$ cat src/rtl/tdc_dma.sv
// tdc_dma: buffers TDC timestamps in a small FIFO and writes them into a memory ring over Wishbone.
// Latency: a word reaches the bus two edges after its strobe; each word takes 3 cycles with a zero-wait ack.
// Backpressure: none on ev_stb_i; a full FIFO drops the word and sets sticky overflow.
// Ports: sys_clk/sys_rst_n clock and async active-low reset; csr_* register bank (read data registered);
//        ev_stb_i/ev_data_i timestamp input; wbm_* classic Wishbone write master; irq level interrupt.
module tdc_dma #(
  parameter logic [3:0] csr_addr   = 4'h2,
  parameter int         fifo_depth = 4
) (
  input  logic        sys_clk,
  input  logic        sys_rst_n,
  input  logic [13:0] csr_a,
  input  logic        csr_we,
  input  logic [31:0] csr_di,
  output logic [31:0] csr_do,
  input  logic        ev_stb_i,
  input  logic [31:0] ev_data_i,
  output logic [31:0] wbm_adr_o,
  output logic [31:0] wbm_dat_o,
  output logic [3:0]  wbm_sel_o,
  output logic [2:0]  wbm_cti_o,
  output logic        wbm_we_o,
  output logic        wbm_cyc_o,
  output logic        wbm_stb_o,
  input  logic        wbm_ack_i,
  output logic        irq
);
  localparam int AW = $clog2(fifo_depth);
  localparam logic [AW:0]   L_DEPTH = (AW+1)'(fifo_depth);
  localparam logic [AW:0]   L_ONE   = (AW+1)'(1);
  localparam logic [AW-1:0] P_ONE   = AW'(1);

  typedef enum logic [1:0] {S_IDLE, S_WRITE, S_DONE} state_t;
  state_t r_state, w_state_nxt;

  // Reset deassertion is brought onto sys_clk before the FSM may start a bus cycle.
  logic [1:0] r_sync;
  always_ff @(posedge sys_clk or negedge sys_rst_n) begin
    if (!sys_rst_n) r_sync <= 2'b00;
    else            r_sync <= {r_sync[0], 1'b1};
  end

  // Register bank
  logic [1:0]  r_ctrl;
  logic [29:0] r_base;
  logic [15:0] r_size, r_wrptr, r_rdptr;
  logic        r_ovf;
  logic [31:0] r_csr_do;
  logic        w_sel, w_wr, w_ptr_clr, w_stat_clr;
  logic [31:0] w_rd;

  assign w_sel      = (csr_a[13:10] == csr_addr);
  assign w_wr       = csr_we & w_sel;
  assign w_ptr_clr  = w_wr & ((csr_a[2:0] == 3'd1) | (csr_a[2:0] == 3'd2));
  assign w_stat_clr = w_wr & (csr_a[2:0] == 3'd5) & csr_di[0];

  // Event FIFO; a pop in the same cycle frees the slot a full-FIFO push needs.
  logic [31:0]   r_mem [fifo_depth];
  logic [AW-1:0] r_wp, r_rp;
  logic [AW:0]   r_cnt;
  logic          w_empty, w_full, w_pop, w_push, w_drop;
  logic [4:0]    w_level;

  assign w_empty = (r_cnt == '0);
  assign w_full  = (r_cnt == L_DEPTH);
  assign w_pop   = (r_state == S_WRITE) & wbm_ack_i;
  assign w_push  = ev_stb_i & (~w_full | w_pop);
  assign w_drop  = ev_stb_i & w_full & ~w_pop;
  assign w_level = 5'(r_cnt);

  always_ff @(posedge sys_clk) begin
    if (w_push) r_mem[r_wp] <= ev_data_i;
  end

  always_ff @(posedge sys_clk or negedge sys_rst_n) begin
    if (!sys_rst_n) begin
      r_wp  <= '0;
      r_rp  <= '0;
      r_cnt <= '0;
    end else begin
      if (w_push) r_wp <= r_wp + P_ONE;
      if (w_pop)  r_rp <= r_rp + P_ONE;
      case ({w_push, w_pop})
        2'b10:   r_cnt <= r_cnt + L_ONE;
        2'b01:   r_cnt <= r_cnt - L_ONE;
        default: r_cnt <= r_cnt;
      endcase
    end
  end

  // Ring bookkeeping: one slot is kept free so WRPTR==RDPTR always means empty.
  logic [15:0] w_wrptr_inc;
  logic        w_ring_full, w_start;

  assign w_wrptr_inc = (r_wrptr == r_size - 16'd1) ? 16'd0 : r_wrptr + 16'd1;
  assign w_ring_full = (r_size == 16'd0) | (w_wrptr_inc == r_rdptr);
  assign w_start     = (r_state == S_IDLE) & r_sync[1] & r_ctrl[0] & ~w_empty & ~w_ring_full;

  always_ff @(posedge sys_clk or negedge sys_rst_n) begin
    if (!sys_rst_n) r_state <= S_IDLE;
    else            r_state <= w_state_nxt;
  end

  always_comb begin
    w_state_nxt = r_state;
    case (r_state)
      S_IDLE:  if (w_start)   w_state_nxt = S_WRITE;
      S_WRITE: if (wbm_ack_i) w_state_nxt = S_DONE;
      S_DONE:  w_state_nxt = S_IDLE;
      default: w_state_nxt = S_IDLE;
    endcase
  end

  // Bus outputs are latched once at cycle start and held until ack.
  logic        r_cyc;
  logic [31:0] r_adr, r_dat;
  always_ff @(posedge sys_clk or negedge sys_rst_n) begin
    if (!sys_rst_n) begin
      r_cyc <= 1'b0;
      r_adr <= 32'd0;
      r_dat <= 32'd0;
    end else if (w_start) begin
      r_cyc <= 1'b1;
      r_adr <= {r_base, 2'b00} + {14'd0, r_wrptr, 2'b00};
      r_dat <= r_mem[r_rp];
    end else if (w_pop) begin
      r_cyc <= 1'b0;
    end
  end

  always_comb begin
    w_rd = 32'd0;
    case (csr_a[2:0])
      3'd0: w_rd = {30'd0, r_ctrl};
      3'd1: w_rd = {r_base, 2'b00};
      3'd2: w_rd = {16'd0, r_size};
      3'd3: w_rd = {16'd0, r_wrptr};
      3'd4: w_rd = {16'd0, r_rdptr};
      3'd5: w_rd = {23'd0, w_level, 2'b00, (r_state != S_IDLE), r_ovf};
      default: w_rd = 32'd0;
    endcase
  end

  always_ff @(posedge sys_clk or negedge sys_rst_n) begin
    if (!sys_rst_n) begin
      r_ctrl   <= 2'b00;
      r_base   <= 30'd0;
      r_size   <= 16'd0;
      r_wrptr  <= 16'd0;
      r_rdptr  <= 16'd0;
      r_ovf    <= 1'b0;
      r_csr_do <= 32'd0;
    end else begin
      if (w_wr) begin
        case (csr_a[2:0])
          3'd0:    r_ctrl  <= csr_di[1:0];
          3'd1:    r_base  <= csr_di[31:2];
          3'd2:    r_size  <= csr_di[15:0];
          3'd4:    r_rdptr <= csr_di[15:0];
          default: ;
        endcase
      end
      // Re-pointing the ring restarts it; an in-flight cycle keeps its latched address.
      if (w_ptr_clr)  r_wrptr <= 16'd0;
      else if (w_pop) r_wrptr <= w_wrptr_inc;
      // A drop in the same cycle as a clear wins so no loss goes unreported.
      if (w_drop)          r_ovf <= 1'b1;
      else if (w_stat_clr) r_ovf <= 1'b0;
      r_csr_do <= w_sel ? w_rd : 32'd0;
    end
  end

  logic w_unused;
  assign w_unused = ^csr_a[9:3];

  assign csr_do    = r_csr_do;
  assign wbm_adr_o = r_adr;
  assign wbm_dat_o = r_dat;
  assign wbm_sel_o = 4'hf;
  assign wbm_cti_o = 3'b000;
  assign wbm_cyc_o = r_cyc;
  assign wbm_stb_o = r_cyc;
  assign wbm_we_o  = r_cyc;
  assign irq       = r_ctrl[1] & ((r_wrptr != r_rdptr) | r_ovf);
endmodule

$ cat config.mk
export PLATFORM = sky130hd
export DESIGN_NAME = tdc_dma
export DESIGN_NICKNAME = d
export VERILOG_FILES = /design/src/rtl/tdc_dma.sv
export SDC_FILE = /design/constraint.sdc
export NUM_CORES = 1
export LEC_CHECK = 0
export CAP_MARGIN = 0
export CORE_MARGIN = 2
export CORE_UTILIZATION = 45
export CTS_BUF_LIST = sky130_fd_sc_hd__clkbuf_4
export CTS_CLUSTER_SIZE = 20
export DETAILED_ROUTE_END_ITERATION = 16
export GPL_ROUTABILITY_DRIVEN = 1
export PLACE_DENSITY_LB_ADDON = 0.1
export SLEW_MARGIN = 0
export SYNTH_ARGS = -nofsm -noshare
export SYNTH_HDL_FRONTEND = slang
export SYNTH_SLANG_ARGS = --single-unit
$ cat constraint.sdc
create_clock -name sys_clk -period 10.94 [get_ports sys_clk]
set_clock_uncertainty 0.2 [all_clocks]
set_input_delay 2.188 -clock sys_clk [delete_from_list [all_inputs] [get_ports sys_clk]]
set_output_delay 2.188 -clock sys_clk [all_outputs]
set_load 0.02 [all_outputs]
==> flow_summary.ini <==
[run_status]
status = complete, no violations

[synthesis]
synth_most_common_cell = dfrtp_1
syn_inst = 1084
yosysTopAreaCell = dfrtp_1
synthArstFlopShare_pct = 59.4
netlist.area_leader.share_pct = 31.8
synth_seq_cells = 315
synth_edf_count = 128
ys.flop_type = dfrtp_1
ys_warn_count = 0
synth_seq_area_share_pct = 58.0
synth.cell_area_mm2 = 0.0147
synth_common_cells = dfrtp_1, edfxtp_1, mux2_2
synth_cell_type_count = 67
synth.area.top_cells = dfrtp_1, edfxtp_1, mux2_2, mux4_2, xnor2_1
post_synth.cell_area_avg_um2 = 13.6

[worst_hold_path]
hp-class = reg2reg

[finish]
seqCellArea_mm2 = 0.00852
drive_above_1_share_pct = 22.8
multiInputGateArea_mm2 = 0.00576
nets = 1400
area_delta_synth_final_pct = 21.5
stdcell_count = 1805
num-fill-cells = 2830

[placed_design]
gp_congestion = 0.818
dp_cells = 1645
dp_hpwl_mm = 22.3
io_buffers = 173

[clocking]
ctsHtreeMaxLevel = 3
cts_tree = built
post_cts_buffers = 0
max-clock-path-buffers = 3
cts_buffers = 87
clockRootBuffer = clkbuf_4
cts.clk_slew.worst_paths_ns = 0.06
cts_hold_buf = 0
cts_resized = 0
worst_skew_pair.late_latency_ns = 0.72
cts_sinks = 315

[run]
max-cap-violations = 0

[critical_path]
critPathLaunchType = primary input
critical_path_class = in2reg
slowest_stage = clkdlybuf4s50_1
crit_buf_inv = 1
path_cells = clkdlybuf4s50_1, nand2b_1, or3_1, nand2_1, or3_1, nor2_1, o21ai_0, o21ai_0
crit_family = simple AND/OR/NAND/NOR gates
required_ns = 11.28
cp.arrival_ns = 6.00
end_kind = register
crit_fanout = 27
worst_path_largest_cell_delay_ns = 1.02

[routing]
viasPerCell = 5.27
routed_wl_mm = 33.9
vias = 9518
drt_drc_violations_left = 0
drtPass1Iterations = 7
routedWlPerCell_um = 18.8
drtIter0Drc = 531
ant_nets = 0

[floorplanning]
die_h_um = 185
rows = 66
die_area_mm2 = 0.0341
boundaryPins = 190
coreArea_mm2 = 0.0324
dieWidth_um = 185
initial_utilization_pct = 45.4

[sta]
setup_viol = 0
rsz0062_at_grt = false
hold_violations = 0
report.final.slew_viol_count = 0
timing.fmax_mhz = 177
tns_ns = 0
period_share_pct = 51.7
timing.slew.headroom_pct = 33.1
hold-worst-slack_ns = 0.162
tightest_slew_ns = 1.00
fin_crit_ns = 5.66

[grt]
antenna_found_initial = 2
grt_pass1_wl_mm = 53.6
grtUsageTotal_pct = 20.5
grt_max_degree = 73
grt_pass1_vias = 9610
overflow = 0

[power_and_ir_drop]
power_leakage_nw = 7.37
p_per_area_mw_per_mm2 = 192
ir_drop_mv = 0.142
fin_total_pwr_mw = 3.43
area by class of cell:
class	instances	share of cell area, %
Inverter	22	0.462
Multi-Input combinational cell	680	32.2
Tap cell	442	3.10
Timing Repair Buffer	186	10.3
Clock inverter	27	0.645
Sequential cell	315	47.7
Clock buffer	132	5.55
Antenna cell	1	0.0140
layer usage:
layer | vias to the layer above | wire length, um | global-route usage [%] | share of wire (%)
met5 | - | 13 | 0 | 0.038
met4 | 2 | 821 | 6.60 | 2.4
met3 | 61 | 2260 | 6.60 | 6.7
met2 | 250 | 16100 | 32.6 | 47
met1 | 4729 | 14800 | 26.8 | 43
li1 | 4476 | - | - | -
path summary, 6_finish.rpt:
kind	from	end	slack (ns)	cells past startpoint
max	csr_a[1]	r_wrptr[10]$_DFFE_PN0P_	5.28	8
min	r_sync[0]$_DFF_PN0_	r_sync[1]$_DFF_PN0_	0.16	0
max reg2reg	r_size[2]$_DFFE_PN0P_	wbm_dat_o[10]$_DFFE_PN0P_	5.59	11
min reg2reg	r_sync[0]$_DFF_PN0_	r_sync[1]$_DFF_PN0_	0.16	0
max in group asynchronous	sys_rst_n	r_rp[0]$_DFFE_PN0P_	7.12	3
min in group asynchronous	sys_rst_n	csr_do[23]$_DFF_PN0_	1.24	1
logic make-up after synthesis:
logic type      synth area share (%)
compound gates                  6.86
xor+xnor                        5.16
fa+ha+maj                       2.23
buf+inv                         3.09
flops                           58.0
mux                             16.0
other cells                   0.0511
simple gates                    8.65
where the power goes:
group	total (mW)	internal, mW	switching, mW
Sequential	1.55	1.44	0.113
Combinational	0.840	0.416	0.423
Clock	1.04	0.551	0.491
flip-flops by register name, summed over array words and instances (netlist names), 2 cells and up:
signal     flops
r_state        2
wbm_adr_o     30
r_rp           2
r_mem        128
r_base        30
r_rdptr       16
r_wp           2
r_sync         2
wbm_dat_o     32
r_size        16
csr_do        32
r_ctrl         2
r_wrptr       16
r_cnt          3
cells in the final DEF, fill, tap and decap left out, types with 4 or more instances in the layout:
| cell type | count |
|---|---|
| clkbuf_4 | 132 |
| a31oi_1 | 13 |
| nor4b_1 | 7 |
| inv_1 | 22 |
| clkdlybuf4s50_1 | 172 |
| or3_1 | 6 |
| clkinv_1 | 22 |
| conb_1 | 10 |
| buf_4 | 13 |
| o31a_1 | 4 |
| o31ai_1 | 11 |
| a21oi_1 | 16 |
| nand4_1 | 11 |
| o22a_1 | 11 |
| or4_1 | 5 |
| dfrtp_1 | 186 |
| ha_1 | 23 |
| nor2b_1 | 14 |
| xnor2_1 | 60 |
| a21o_1 | 6 |
| mux2_2 | 116 |
| nand3_1 | 17 |
| xor2_1 | 24 |
| o2111ai_1 | 4 |
| a22oi_1 | 14 |
| nand2b_1 | 9 |
| a221oi_1 | 4 |
| and2_1 | 23 |
| nor3_1 | 9 |
| or2_2 | 4 |
| nor4_1 | 8 |
| mux4_2 | 32 |
| o21ai_0 | 40 |
| edfxtp_1 | 128 |
| mux2_1 | 12 |
| and3_1 | 10 |
| mux2i_1 | 19 |
| nor2_1 | 61 |
| nand2_1 | 35 |
per-stage QoR:
stage	cell area (um^2)	setup WS (ns)	utilization [%]
2_1_floorplan	14700	6.35	-
3_3_place_gp	16700	4.65	51.7
3_5_place_dp	16700	4.61	51.7
4_1_cts	17900	5.37	55.2
5_1_grt	17900	5.06	55.2
6_report	17900	5.28	55.2
(Power assumes the default switching activity.)
==> edit 1 (same flow settings) <==
`r_csr_do` no longer has a reset.
--- a/src/rtl/tdc_dma.sv
+++ b/src/rtl/tdc_dma.sv
@@ -149,7 +149,6 @@
       r_wrptr  <= 16'd0;
       r_rdptr  <= 16'd0;
       r_ovf    <= 1'b0;
-      r_csr_do <= 32'd0;
     end else begin
       if (w_wr) begin
         case (csr_a[2:0])
@@ -166,8 +165,11 @@
       // A drop in the same cycle as a clear wins so no loss goes unreported.
       if (w_drop)          r_ovf <= 1'b1;
       else if (w_stat_clr) r_ovf <= 1'b0;
-      r_csr_do <= w_sel ? w_rd : 32'd0;
     end
+  end
+
+  always_ff @(posedge sys_clk) begin
+    r_csr_do <= w_sel ? w_rd : 32'd0;
   end
 
   logic w_unused;
Function: differs if sys_rst_n is asserted again (counterexample within 4 cycles, from zero or initial values and one cycle with sys_rst_n low); with sys_rst_n held inactive, the same outputs for 4 cycles.
==> edit 1 against the unedited design <==
- combinational power increased by 2%
- routed wire length increased by 3.5%
- core utilization increased by 0.64 points
- worst setup slack improved by 0.19 ns
- non-clock buffer count increased by 2
- fmax increased by 3.4%
- hold slack got worse by 0.014 ns
- sequential cell count unchanged
- final area decreased by 1.1%
- clock power about the same
- area after synthesis decreased by 1.2%
- power increased by 0.49%
- highest routed layer unchanged
==> edit 1: results (changes against the unedited design) <==
drive_above_1_share: 0.202  # -0.0256
grt.total_usage: 0.213  # +0.00734
slew_headroom: 0.263  # -0.0681
rr_worst_depth: 13  # +2
r2r_setup_slack_ns: 5.86  # +0.27 ns
yosys-top-cells-count: "155 x dfrtp_1, 128 x edfxtp_1, 72 x mux2_2, 66 x nor2_1, 47 x clkbuf_1"
wl_met1_mm: 15.2  # +2.8%
grt_max_degree: 86  # +18%
hpwlAfterDp_mm: 22.6  # +1.2%
synthCells: 1090  # +0.55%
synth.distinct_cells: 71  # +6.0%
wl_met2_mm: 16.6  # +3.4%
ys_seq_area_frac: 0.576  # -0.00384
leakagePower_nw: 7.33  # -0.55%
drtIter0Drc: 634  # +19%
place_ws_ns: 5.09  # +0.478 ns
viasPerCell: 5.41  # +2.7%
fin_cells: 1775  # -1.7%
route.met3.wl_mm: 2.44  # +7.8%
async_flop_share: 0.492  # -0.102
synth.area.top_cells: "dfrtp_1 27%, edfxtp_1 26%, mux2_2 5.6%, mux4_2 5.0%, dfxtp_1 4.4%"
reg2reg_from: "r_size[0]"
place_congestion: 0.849  # +3.8%
synth_top_area_frac: 0.267  # -0.0512
grt_pass1_wl_mm: 54.8  # +2.4%
cp_data_arrival_time_ns: 3.08  # -2.92 ns
crit_path_max_fanout: 16  # -41%
antenna_found_initial: 3  # +1
hold-worst-slack_ns: 0.148  # -0.0140 ns
worstReg2RegEnd: "wbm_dat_o[30]"
dp_cells: 1614  # -1.9%
firstDrtPassIters: 5  # -2
outcome: "completed"
fin_nets: 1409  # +0.64%
## edit 1: cell types whose count changed in the layout (fill, tap and decap cells not counted), sizes merged, moves of 13 or more
cell and delta:
dfxtp +32, a21oi +18, xnor2 -17, and3 +15, mux2i -13, and2 -17
xor2 +14, dfrtp -32
## edit 1: cell families after synthesis
family	Yosys count	share of synthesized area
AO/OA/AOI/OAI	164	0.0772
XOR/XNOR	81	0.0488
adder cells (fa/ha/maj)	25	0.0226
buffers and inverters	96	0.0310
flip-flops	315	0.576
multiplexers	166	0.157
other	2	0.000517
AND/OR/NAND/NOR	241	0.0869
## edit 1: report_power, final
part           internal [mW]  total, mW  switching [mW]  leakage (nW)
logic                  0.424      0.853           0.429          3.16
registers               1.44       1.56           0.118          3.51
clock network          0.549       1.04           0.493         0.656
## edit 1: how the worst max path moves through the flow
stage                          start           to  slack (ns)  depth (start not counted)
after floorplan            csr_a[10]   r_wrptr[0]        6.23                          9
after global placement      csr_a[1]  r_wrptr[13]        5.19                         10
after detailed placement    csr_a[1]  r_wrptr[14]        5.09                         10
after CTS                 r_wrptr[2]          irq        5.38                          5
after global routing      r_wrptr[2]          irq        5.30                          5
final                     r_wrptr[2]          irq        5.47                          5
## edit 1: cell type report
type	count	area [sq um]
sequential	315	8360
clock buffer	124	931
fill	2694	14000
tap	402	503
antenna	2	5.00
inverter	22	82.6
clock inverter	35	171
timing repair buffer	188	1850
multi-input combinational	687	5750
## edit 1: critical path, cell delays in order, from the launching register on
cell and delay [ns]:
dfrtp_1 0.71, xor2_1 0.14, nor4_1 0.36, nand3_1 0.13
o41a_1 0.46, clkdlybuf4s50_1 0.56
## edit 1: metal layers
layer  track usage  vias to the layer above
li1              -                     4506
met1         0.271                     4751
met2         0.344                      281
met3        0.0668                       70
met4        0.0739                        2
met5             0                        -
==> edit 2 (same settings) <==
Made on the original files. The parameter `fifo_depth` goes from 4 to 8.
--- a/src/rtl/tdc_dma.sv
+++ b/src/rtl/tdc_dma.sv
@@ -5,7 +5,7 @@
 //        ev_stb_i/ev_data_i timestamp input; wbm_* classic Wishbone write master; irq level interrupt.
 module tdc_dma #(
   parameter logic [3:0] csr_addr   = 4'h2,
-  parameter int         fifo_depth = 4
+  parameter int         fifo_depth = 8
 ) (
   input  logic        sys_clk,
   input  logic        sys_rst_n,
Check against the original RTL: not equivalent (Yosys sat finds a counterexample within 10 cycles, from zero or initial values and one cycle with sys_rst_n low).
==> edit 2 against the unedited design <==
- sequential cell count rose by 131
- global-route usage rose by 0.69 points
- final area rose by 32%
- final cell count rose by 23%
- die area rose by 34%
- power rose by 38%
- synthesized cell count rose by 21%
- sequential power rose by 41%
- combinational power rose by 31%
- area after synthesis rose by 34%
- routed wire length rose by 38%
- worst setup slack got worse by 0.14 ns
- largest cell class unchanged
- highest routed layer unchanged
==> edit 2: results (changes against the unedited design) <==
synth.distinct_cells: 64  # -4.5%
n_fill_cell: 3635  # +28%
use_met3: 0.0545  # -0.0115
yosys-top-cells-count: "256 x edfxtp_1, 190 x dfrtp_1, 100 x mux2_2, 64 x mux4_2, 57 x mux2_1"
antenna_cells: 4  # +3
grt_pass1_vias: 12400  # +29%
layout.non_clock_inverters: 29  # +32%
grt_max_degree: 92  # +26%
clkSlewWorstSetupHoldPaths_ns: 0.08  # +0.02 ns
outcome: "completed"
reg2reg_from: "r_size[0]"
largest_reg_flops: 256  # +100%
p_int_mw: 3.36  # +40%
synthAdderAreaFrac: 0.0166  # -0.00571
post_drt_wl_per_cell_um: 21.1  # +12%
synth-xor-area-share: 0.0370  # -0.0145
viasPerCell: 5.41  # +2.5%
async_flop_share: 0.426  # -0.168
use_met2: 0.344  # +0.0175
drtIter0Drc: 671  # +26%
buf_share: 0.0788  # -0.0238
clock_latency_ns: 0.86  # +0.14 ns
multi_input_cells: 765  # +13%
synth_edf_count: 256  # +100%
grt.total_usage: 0.212  # +0.00688
clk_share: 0.0643  # +0.00232
wl_met1_mm: 20.5  # +39%
fin_nets: 1653  # +18%
slew_headroom: 0.257  # -0.0741
hold-worst-slack_ns: 0.150  # -0.0115 ns
muxShareOfSynthArea: 0.174  # +0.0140
nonClockBufferCount: 190  # +2.2%
firstDrtPassIters: 5  # -2
hpwlAfterDp_mm: 28.6  # +28%
slowest_delay_ns: 1.00  # -0.02 ns
wl_met2_mm: 22.7  # +41%
cts_buffers: 113  # +30%
rr_worst_depth: 12  # +1
antenna_found_initial: 4  # +2
grt_pass1_wl_mm: 72.1  # +35%
ir_drop_mv: 0.135  # -4.5%
place_ws_ns: 4.27  # -0.344 ns
[edit 2: changes by cell type after synthesis, sizes merged, moves of 7 or more]
cell	change
inv	+7
edfxtp	+128
and2	-24
and3	+13
xnor2	-13
nor2	-8
a211oi	+8
mux2	+29
nand2	+21
mux4	+32
xor2	+10
[edit 2: power groups by stage]
stage / logic [mW] / registers (mW) / clock network, mW
floorplan: 0.668 / 2.24 / 0
global placement: 1.11 / 2.22 / 0
detailed placement: 1.12 / 2.23 / 0
CTS: 1.13 / 2.20 / 1.50
global route: 1.20 / 2.22 / 1.59
finish: 1.10 / 2.19 / 1.45
[edit 2: kinds of logic (layout without fill, tap and decap cells)]
group / after synthesis / in the layout
other: 2 / 14
muxes: 244 / 244
and+or+nand+nor: 246 / 246
adders and majority gates: 25 / 25
DFF: 446 / 446
AOI/OAI and AO/OA: 158 / 158
buffers and inverters: 111 / 426
xor gates and xnor gates: 82 / 82
